`src/rtl/key_command_conditioner_pkg.sv`:
```
// key_command_conditioner_pkg: shared types and default timing for the key command conditioner.
//   rpt_state_t : auto-repeat FSM states
//   cmd_t       : one-deep pending move command encoding
//   DEF_*       : default timing constants (50 MHz board clock)
package key_command_conditioner_pkg;

   typedef enum logic [1:0] {ST_IDLE, ST_DELAY, ST_REPEAT, ST_BLOCKED} rpt_state_t;

   typedef enum logic [1:0] {CMD_NONE, CMD_LEFT, CMD_RIGHT} cmd_t;

   localparam int DEF_DEBOUNCE_CYCLES = 250000;
   localparam int DEF_REPEAT_DELAY    = 15000000;
   localparam int DEF_REPEAT_PERIOD   = 5000000;
   localparam int DEF_CNT_W           = 24;

   function automatic cmd_t dir_cmd(input logic is_left);
      return is_left ? CMD_LEFT : CMD_RIGHT;
   endfunction

endpackage

```
`src/rtl/key_command_conditioner_if.sv`:
```
// key_command_conditioner_if: command bus between the key conditioner and the rocket block.
//   ready    : consumer can take a move command this cycle (rocket drawEn low)
//   left     : pending left-move command (valid level)
//   right    : pending right-move command (valid level)
//   start    : debounced start key level, 1 = pressed
//   overflow : sticky, a move event was dropped
interface key_command_conditioner_if;
   logic ready;
   logic left;
   logic right;
   logic start;
   logic overflow;
   modport master (input ready, output left, output right, output start, output overflow);
   modport slave (output ready, input left, input right, input start, input overflow);
endinterface

```
`src/rtl/key_command_conditioner_debouncer.sv`:
```
// key_debouncer: synchronises and debounces one active-low raw key.
//   clk, reset : system clock, synchronous active-high reset
//   key_n      : raw asynchronous key, active-low
//   pressed    : debounced key state, 1 = pressed
//   press      : one-cycle pulse on a debounced released->pressed transition
module key_debouncer
   import key_command_conditioner_pkg::*;
#(
   parameter int DEBOUNCE_CYCLES = DEF_DEBOUNCE_CYCLES,
   parameter int CNT_W           = DEF_CNT_W
) (
   input  logic clk,
   input  logic reset,
   input  logic key_n,
   output logic pressed,
   output logic press
);

   logic s1, s2;
   logic [CNT_W-1:0] cnt;
   logic differ;

   // s2 is still active-low here; invert before comparing with the stable state
   assign differ = (~s2) != pressed;

   always_ff @(posedge clk) begin
      if (reset) begin
         s1      <= 1'b1;
         s2      <= 1'b1;
         cnt     <= '0;
         pressed <= 1'b0;
         press   <= 1'b0;
      end else begin
         s1    <= key_n;
         s2    <= s1;
         press <= 1'b0;
         if (!differ)
            cnt <= '0;
         else if (cnt == CNT_W'(DEBOUNCE_CYCLES - 1)) begin
            cnt     <= '0;
            pressed <= ~pressed;
            press   <= ~pressed;
         end else
            cnt <= cnt + 1'b1;
      end
   end

endmodule

```
`src/rtl/key_command_conditioner.sv`:
```
// key_command_conditioner: turns raw DE1 push-buttons into clean rocket commands.
//   clk, reset  : system clock, synchronous active-high reset
//   key_left_n  : raw left key, active-low, asynchronous
//   key_right_n : raw right key, active-low, asynchronous
//   key_start_n : raw start key, active-low, asynchronous
//   cmd         : command bus (ready in; left, right, start, overflow out)
module key_command_conditioner
   import key_command_conditioner_pkg::*;
#(
   parameter int DEBOUNCE_CYCLES = DEF_DEBOUNCE_CYCLES,
   parameter int REPEAT_DELAY    = DEF_REPEAT_DELAY,
   parameter int REPEAT_PERIOD   = DEF_REPEAT_PERIOD,
   parameter int CNT_W           = DEF_CNT_W
) (
   input  logic clk,
   input  logic reset,
   input  logic key_left_n,
   input  logic key_right_n,
   input  logic key_start_n,
   key_command_conditioner_if.master cmd
);

   logic sl, sr, ss;
   logic pl, pr, start_press_unused;
   rpt_state_t state;
   logic [CNT_W-1:0] rcnt;
   logic dir_left;
   logic ev, ev_left;
   cmd_t pending;
   logic start_q, ovf;
   logic held;

   key_debouncer #(.DEBOUNCE_CYCLES(DEBOUNCE_CYCLES), .CNT_W(CNT_W)) u_left (
      .clk(clk), .reset(reset), .key_n(key_left_n), .pressed(sl), .press(pl));
   key_debouncer #(.DEBOUNCE_CYCLES(DEBOUNCE_CYCLES), .CNT_W(CNT_W)) u_right (
      .clk(clk), .reset(reset), .key_n(key_right_n), .pressed(sr), .press(pr));
   key_debouncer #(.DEBOUNCE_CYCLES(DEBOUNCE_CYCLES), .CNT_W(CNT_W)) u_start (
      .clk(clk), .reset(reset), .key_n(key_start_n), .pressed(ss), .press(start_press_unused));

   assign held         = dir_left ? sl : sr;
   assign cmd.left     = pending == CMD_LEFT;
   assign cmd.right    = pending == CMD_RIGHT;
   assign cmd.start    = start_q;
   assign cmd.overflow = ovf;

   always_ff @(posedge clk) begin
      if (reset) begin
         state    <= ST_IDLE;
         rcnt     <= '0;
         dir_left <= 1'b0;
         ev       <= 1'b0;
         ev_left  <= 1'b0;
         pending  <= CMD_NONE;
         start_q  <= 1'b0;
         ovf      <= 1'b0;
      end else begin
         start_q <= ss;
         ev      <= 1'b0;
         // Both keys down blocks repeating; a simultaneous press from IDLE still yields one left event
         if (sl && sr) begin
            state <= ST_BLOCKED;
            rcnt  <= '0;
            if (state == ST_IDLE && pl && pr) begin
               ev      <= 1'b1;
               ev_left <= 1'b1;
            end
         end else begin
            case (state)
               ST_IDLE:
                  if (pl || pr) begin
                     ev       <= 1'b1;
                     ev_left  <= pl;
                     dir_left <= pl;
                     state    <= ST_DELAY;
                     rcnt     <= '0;
                  end
               ST_DELAY:
                  if (!held)
                     state <= ST_IDLE;
                  else if (rcnt == CNT_W'(REPEAT_DELAY - 1)) begin
                     ev      <= 1'b1;
                     ev_left <= dir_left;
                     state   <= ST_REPEAT;
                     rcnt    <= '0;
                  end else
                     rcnt <= rcnt + 1'b1;
               ST_REPEAT:
                  if (!held)
                     state <= ST_IDLE;
                  else if (rcnt == CNT_W'(REPEAT_PERIOD - 1)) begin
                     ev      <= 1'b1;
                     ev_left <= dir_left;
                     rcnt    <= '0;
                  end else
                     rcnt <= rcnt + 1'b1;
               ST_BLOCKED:
                  if (!sl && !sr)
                     state <= ST_IDLE;
               default:
                  state <= ST_IDLE;
            endcase
         end
         // A consume frees the slot in the same cycle, so a coincident event replaces rather than drops
         if (ev && (pending == CMD_NONE || cmd.ready))
            pending <= dir_cmd(ev_left);
         else if (cmd.ready)
            pending <= CMD_NONE;
         if (ev && pending != CMD_NONE && !cmd.ready)
            ovf <= 1'b1;
      end
   end

endmodule

```
`src/flat_wrapper.sv`:
```
// flat-port wrapper written by rule: the top's interface ports become plain ports
module key_command_conditioner_flat import key_command_conditioner_pkg::*;
#(
   parameter int DEBOUNCE_CYCLES = DEF_DEBOUNCE_CYCLES,
   parameter int REPEAT_DELAY    = DEF_REPEAT_DELAY,
   parameter int REPEAT_PERIOD   = DEF_REPEAT_PERIOD,
   parameter int CNT_W           = DEF_CNT_W
)
  (clk, reset, key_left_n, key_right_n, key_start_n, cmd_ready, cmd_left, cmd_right, cmd_start, cmd_overflow);
  key_command_conditioner_if cmd_i ();
  input  logic clk;
  input  logic reset;
  input  logic key_left_n;
  input  logic key_right_n;
  input  logic key_start_n;
  input wire logic [$bits(cmd_i.ready)-1:0] cmd_ready;
  output wire logic [$bits(cmd_i.left)-1:0] cmd_left;
  output wire logic [$bits(cmd_i.right)-1:0] cmd_right;
  output wire logic [$bits(cmd_i.start)-1:0] cmd_start;
  output wire logic [$bits(cmd_i.overflow)-1:0] cmd_overflow;
  assign cmd_i.ready = cmd_ready;
  assign cmd_left = cmd_i.left;
  assign cmd_right = cmd_i.right;
  assign cmd_start = cmd_i.start;
  assign cmd_overflow = cmd_i.overflow;
  key_command_conditioner #(.DEBOUNCE_CYCLES(DEBOUNCE_CYCLES), .REPEAT_DELAY(REPEAT_DELAY), .REPEAT_PERIOD(REPEAT_PERIOD), .CNT_W(CNT_W)) u_core (.clk(clk), .reset(reset), .key_left_n(key_left_n), .key_right_n(key_right_n), .key_start_n(key_start_n), .cmd(cmd_i));
endmodule
```
`config.mk`:
```
export PLATFORM = sky130hd
export DESIGN_NAME = key_command_conditioner_flat
export DESIGN_NICKNAME = d
export VERILOG_FILES = /design/src/rtl/key_command_conditioner_pkg.sv /design/src/rtl/key_command_conditioner_if.sv /design/src/rtl/key_command_conditioner_debouncer.sv /design/src/rtl/key_command_conditioner.sv /design/src/flat_wrapper.sv
export SDC_FILE = /design/constraint.sdc
export NUM_CORES = 1
export LEC_CHECK = 0
export CAP_MARGIN = 30
export CORE_MARGIN = 2
export CORE_UTILIZATION = 62
export CTS_CLUSTER_DIAMETER = 100
export CTS_CLUSTER_SIZE = 10
export DETAILED_ROUTE_END_ITERATION = 12
export GPL_TIMING_DRIVEN = 0
export PLACE_DENSITY = 0.77
export SLEW_MARGIN = 20
export SYNTH_ARGS = -nofsm -noshare
export SYNTH_HDL_FRONTEND = slang
export SYNTH_SLANG_ARGS = --single-unit
```
`constraint.sdc`:
```
create_clock -name clk -period 3.5 [get_ports clk]
set_clock_uncertainty 0.15 [all_clocks]
set_input_delay 0.7 -clock clk [delete_from_list [all_inputs] [get_ports clk]]
set_output_delay 0.7 -clock clk [all_outputs]
set_load 0.02 [all_outputs]
```
==> results of run 1 <==
[worst max path at each step]
stage	end	from	cells after the start	slack, ns
detailed placement	u_core.rcnt[1]	u_core.rcnt[17]	6	0.74
global placement	u_core.ev_left	u_core.rcnt[17]	5	0.75
floorplan	u_core.ev_left	u_core.rcnt[17]	5	0.92
finish	u_core.rcnt[1]	u_core.rcnt[17]	6	0.67
CTS	u_core.rcnt[1]	u_core.rcnt[17]	6	0.70
global route	u_core.rcnt[19]	u_core.state[0]	8	0.48
[cells by family (layout without fill, tap and decap cells)]
logic type | count (synthesis) | in the layout | share of synthesized area [%]
and+or+nand+nor | 305 | 305 | 28.8
DFF | 116 | 116 | 42.4
xor gates and xnor gates | 89 | 89 | 14.2
AOI/OAI and AO/OA | 57 | 57 | 7.60
buffers and inverters | 52 | 94 | 3.61
adders and majority gates | 10 | 10 | 2.28
muxes | 6 | 6 | 1.14
[flip-flops by register name (all words and copies together) (netlist names), 2 cells and up]
register,count
u_core.u_start.cnt,24
u_core.u_left.cnt,24
u_core.rcnt,24
u_core.pending,2
u_core.state,2
u_core.u_right.cnt,24
[metal layers]
metal  wire length, um  global-route usage, %  share of wire (%)  up-vias
met5                 0                      0                  0        -
met4               127                   8.33                1.2        0
met3               404                   6.23                3.7       17
met2              5230                   40.1                 48      101
met1              5240                   31.0                 48     2115
li1                  -                      -                  -     2294
[power by group through the flow]
stage / registers, mW / clock network (mW) / logic, mW
after floorplan: 1.36 / 0 / 0.0652
after global placement: 1.37 / 0 / 0.0886
after detailed placement: 1.37 / 0 / 0.0907
after CTS: 1.34 / 1.71 / 0.0921
after global routing: 1.34 / 1.76 / 0.103
final: 1.34 / 1.69 / 0.0925
[critical path, delay by kind of cell, from the launching register on]
| kind | cells | cell delay, ns |
|---|---|---|
| simple gates | 2 | 1.13 |
| compound gates | 3 | 0.72 |
| flops | 1 | 0.39 |
| buf+inv | 1 | 0.29 |
[layout make-up]
type | count | area [um2]
fill | 620 | 2340
tap | 108 | 135
inverter | 25 | 93.8
sequential | 116 | 2320
multi-input combinational | 467 | 2960
clock buffer | 17 | 414
clock inverter | 15 | 170
timing repair buffer | 10 | 95.1
buffer | 27 | 104
[cell usage in the layout, fill, tap and decap left out, types with 8 or more instances in the layout]
| cell type | synthesis | final |
|---|---|---|
| a211oi_1 | 24 | 24 |
| and3_1 | 10 | 10 |
| and4_1 | 11 | 11 |
| clkbuf_1 | 23 | 23 |
| clkbuf_16 | 0 | 16 |
| clkdlybuf4s50_1 | 0 | 9 |
| dfxtp_1 | 116 | 116 |
| ha_1 | 10 | 10 |
| inv_1 | 25 | 25 |
| nand2_1 | 34 | 34 |
| nand3_1 | 31 | 31 |
| nand4_1 | 21 | 21 |
| nor2_1 | 102 | 102 |
| nor3_1 | 25 | 25 |
| nor4_1 | 25 | 25 |
| o21ai_0 | 8 | 8 |
| xnor2_1 | 67 | 67 |
| xor2_1 | 22 | 22 |
==> metrics.txt, run 1 <==
status finished clean; Core ar. 8640 um2; VDD IR max 0.321 mV; PostCTS Resize Cnt 0; CP Launch Type flip-flop; WL/cell 14.0 um; placed instance count 752; CTS H-tree lvls 4; Post-synth top cells dfxtp_1, nor2_1, xnor2_1, nand2_1, nand3_1; Routed Antenna Nets 0; sequence of cells on the critical path or4_1 -> or4_4 -> o21a_2 -> o21ai_1 -> buf_2 -> a211oi_1; TritonRoute pass-1 iters 5; Leak 1.90 nW; Seq/Total Area, Yosys 42.4%; clock group share of total power 54.2%; Total GRT Usage 24.3%; mean number of vias per cell 5.77; dominant synthesized flop cell dfxtp_1; setup TNS 0 ns; hold slack 0.257 ns; sw frac 23.4%; worst-path fanout max 10; Post-DP HPWL 7.34 mm; Post-synth EDFFs 0; Area after DPL 5710 um2; Hold EP u_core.u_right.s2; Max Cap Viol 0; hold buffer count at CTS 0; critical path's largest stage delay 0.59 ns; Port Buffers 9; minimum clock period 2.83 ns; post-route cell area 6300 um2; pwr dens 496 nW/um2; internal power 2.39 mW; DRT iter0 DRCs 175; Final setup viols 0; RR Startpoint u_core.rcnt[17]; Gate power share 3.0%; hold path start u_core.u_right.s1; Nets 680; top-count cell post-synth dfxtp_1; cell taking the most area after synthesis dfxtp_1; clock insertion delay at the later pin of the skew report 0.51 ns; Die Ht 98.0 um; Fmax 354 MHz; Die W 98.0 um; dpl ws 0.738 ns; final hold vios 0; die area 9610 um2; top cells by area, synth dfxtp_1, xnor2_1, nor2_1; actual slew at the worst max-slew pin 0.882 ns; worst reg-to-reg setup slack 0.67 ns; clk slew on worst S/H paths 0.06 ns; antenna violations before repair 0; IO Pins 10; Net Switching 0.730 mW; vias in the first global route 4,446; # diodes 0; Design Power 3.12 mW; net count after synthesis 651; first-pass GRT wire length 19.7 mm; CTS Buf Count 17; worst reg2reg endpoint u_core.rcnt[1]; cell count after synthesis 635; CP max-delay cell or4_1; GR Overflow Total 0; Reg power frac 42.8%; FF+latch count, synth 116; Final period util 80.8%; Rows 34; Syn-to-layout area delta 14.9%; worst rel slew slack 41.1%; CTS sink cnt 116; Avg Cell Area, Syn 8.63 um2; largest net degree at the start of global routing 17; synthesized area 5480 um2; Util after Layout 72.9%; Finished Layout Cells 785; worst endpoint required time 3.72 ns; post-synth cell types 52; critical path endpoint category flip-flop; Clock Tree Buf Depth 2; DRC 0; fraction of layout cells with a size suffix above 1 7.68%; Slew Viols, Final 0; hold depth 1; fraction of registers with async set/reset 0%; TritonCTS clock tree yes; Final WS setup 0.672 ns; top cell type's share of synthesized area 42.4%; via count 4,527; Post-CTS Setup Bufs 0; Data arrival, critical path 3.04 ns; Starting Density 63.5%; Reg2Reg Depth 6; unrepaired setup endpoints after global routing no; GPL Wtd Cong 0.876; crit path kind reg -> reg; YS warnings 0; CTS root buf clkbuf_8; Tightest Hold Check Type reg -> reg; final WL 11.0 mm
(Power assumes the default switching activity.)
==> run 2, diff against run 1 <==
--- a/config.mk
+++ b/config.mk
@@ -7,12 +7,12 @@
 export LEC_CHECK = 0
 export CAP_MARGIN = 30
 export CORE_MARGIN = 2
-export CORE_UTILIZATION = 62
+export CORE_UTILIZATION = 56
 export CTS_CLUSTER_DIAMETER = 100
 export CTS_CLUSTER_SIZE = 10
 export DETAILED_ROUTE_END_ITERATION = 12
 export GPL_TIMING_DRIVEN = 0
-export PLACE_DENSITY = 0.77
+export PLACE_DENSITY = 0.74
 export SLEW_MARGIN = 20
 export SYNTH_ARGS = -nofsm -noshare
 export SYNTH_HDL_FRONTEND = slang
==> constraint.sdc (replaced) <==
create_clock -name clk -period 2.4 [get_ports clk]
set_clock_uncertainty 0.15 [all_clocks]
set_input_delay 0.48 -clock clk [delete_from_list [all_inputs] [get_ports clk]]
set_output_delay 0.48 -clock clk [all_outputs]
set_load 0.02 [all_outputs]
==> run 2 against run 1 <==
  * The run now ends with negative setup slack left
  * First-iteration DRC count grew 26%
  * Sequential share of layout area shrank 2.2 points
  * Largest cell class unchanged
  * Global-route usage shrank 0.51 points
  * Die area grew 10%
  * Total power grew 53%
  * Hold slack gained 0.0021 ns
  * Register-to-register slack lost 0.88 ns
  * Critical path depth shrank 1
  * Cell area grew 6.7%
  * Sequential power grew 46%
  * Clock power grew 57%
  * Critical path type unchanged
==> metrics.txt, run 2 (synthesized netlist as in run 1, its figures left out) <==
Die Ht 103 um; crit path kind reg -> reg; Tightest Hold Check Type reg -> reg; Area after DPL 5760 um2; CP Launch Type flip-flop; die area 10,600 um2; sequence of cells on the critical path or4_4 -> or4_4 -> o21a_4 -> or4_1 -> a311oi_1; fraction of layout cells with a size suffix above 1 14.4%; Slew Viols, Final 0; CTS Buf Count 17; most frequent CP cell or4_4; final WL 12.1 mm; critical path's largest stage delay 0.54 ns; WL/cell 14.8 um; Clock Tree Buf Depth 2; GR Util met1 30.1%; Rows 36; Starting Density 56.9%; grt met3 use 6.24%; CTS sink cnt 116; via count 4,632; worst endpoint required time 2.68 ns; Total GRT Usage 23.8%; Critical Path Sink u_core.ev_left; hold slack 0.259 ns; Final WS setup -0.209 ns; most frequent cells in the layout dfxtp_1, nor2_1, xnor2_1; mean number of vias per cell 5.66; Fill cells 765; status finished, violations left; GR Overflow Total 0; vias in the first global route 4,375; worst-path fanout max 4; clock insertion delay at the later pin of the skew report 0.53 ns; CTS H-tree lvls 4; Nets 689; final hold vios 0; commonest non-fill, non-tap cell in the layout dfxtp_1; antenna violations before repair 0; unrepaired setup endpoints after global routing yes; Worst Setup SP u_core.rcnt[10]; TritonRoute pass-1 iters 4; Die W 103 um; TritonCTS clock tree yes; actual slew at the worst max-slew pin 0.593 ns; Routed Antenna Nets 0; pwr dens 710 nW/um2; # diodes 0; violated checks negative setup slack; worst reg2reg endpoint u_core.ev_left; Max Cap Viol 0; Core ar. 9640 um2; Syn-to-layout area delta 22.6%; Final setup viols 28; worst rel slew slack 60.4%; CP max-delay cell or4_4; post-route cell area 6720 um2; Port Buffers 9; Final period util 109%; grt met2 use 38.4%; clk slew on worst S/H paths 0.06 ns; critical path endpoint category flip-flop; Data arrival, critical path 2.89 ns; hold buffer count at CTS 0; RR Startpoint u_core.rcnt[10]; worst reg-to-reg setup slack -0.21 ns; minimum clock period 2.61 ns; first-pass GRT wire length 20.0 mm; Leak 2.05 nW; GPL Wtd Cong 0.851; Post-DP HPWL 7.46 mm; Fmax 383 MHz; DRC 0; VDD IR max 0.540 mV; Reg2Reg Depth 5; CTS root buf clkbuf_8; largest net degree at the start of global routing 17; grt peak-use layer met2; DRT iter0 DRCs 221; IO Pins 10
==> run 2: cell count changes in the layout (fill, tap and decap cells not counted), moves of 4 or more <==
cell / change
a211oi_2: +8
buf_4: +7
clkbuf_2: +7
a211oi_1: -8
nor4_1: -4
clkbuf_1: -7
buf_6: +4
==> run 2: power breakdown <==
part | switching, mW | total [mW] | internal [mW] | leakage (nW)
clock network | 0.905 | 2.65 | 1.75 | 0.295
registers | 0.0109 | 1.95 | 1.94 | 0.938
logic | 0.109 | 0.172 | 0.0629 | 0.815
total | 1.02 | 4.77 | 3.75 | 2.05
==> run 2: worst min path at each step <==
stage / startpoint / end / cells past startpoint
after floorplan: u_core.u_left.s1 / u_core.u_left.s2 / 1
after global placement: u_core.u_start.s1 / u_core.u_start.s2 / 1
after detailed placement: u_core.u_start.s1 / u_core.u_start.s2 / 1
after CTS: u_core.u_start.s1 / u_core.u_start.s2 / 1
after global routing: u_core.u_start.s1 / u_core.u_start.s2 / 1
final: u_core.u_start.s1 / u_core.u_start.s2 / 1
==> run 2: stage by stage <==
step	instances	util (%)	total power [mW]	TNS (ns)	worst slack (ns)
2_1_floorplan	635	-	2.09	-0.934	-0.149
3_3_place_gp	777	59.7	2.12	-8.58	-0.350
3_5_place_dp	777	59.7	2.13	-10.29	-0.377
4_1_cts	818	69.0	4.79	-3.14	-0.198
5_1_grt	819	69.7	4.93	-5.67	-0.243
6_report	819	69.7	4.77	-4.23	-0.209
==> run 2: timing repair <==
item / in CTS / in global routing
buffers inserted: 9 / 2
gates resized for setup: 44 / 14
endpoints found under the setup margin: 65 / 89
pin swaps: 8 / 4
gates cloned: 1 / 0
==> run 2: worst max-delay path: cells and delay by family, from the launching register on <==
kind / cells / cell delay, ns
and+or+nand+nor: 3 / 1.58
AOI/OAI and AO/OA: 2 / 0.46
DFF: 1 / 0.33
==> run 2: routing by layer <==
| metal | vias up | share of wire, % |
|---|---|---|
| met5 | - | 0 |
| met4 | 0 | 1.6 |
| met3 | 22 | 4.1 |
| met2 | 102 | 50 |
| met1 | 2192 | 45 |
| li1 | 2316 | - |
==> run 2: cell type report <==
type | instances | area (um2) | area share (%)
Sequential cell | 116 | 2330 | 34.6
Tap cell | 133 | 166 | 2.48
Buffer | 25 | 129 | 1.92
Clock inverter | 11 | 174 | 2.59
Multi-Input combinational cell | 467 | 3160 | 47.0
Clock buffer | 21 | 449 | 6.68
Timing Repair Buffer | 21 | 224 | 3.33
Inverter | 25 | 93.8 | 1.40
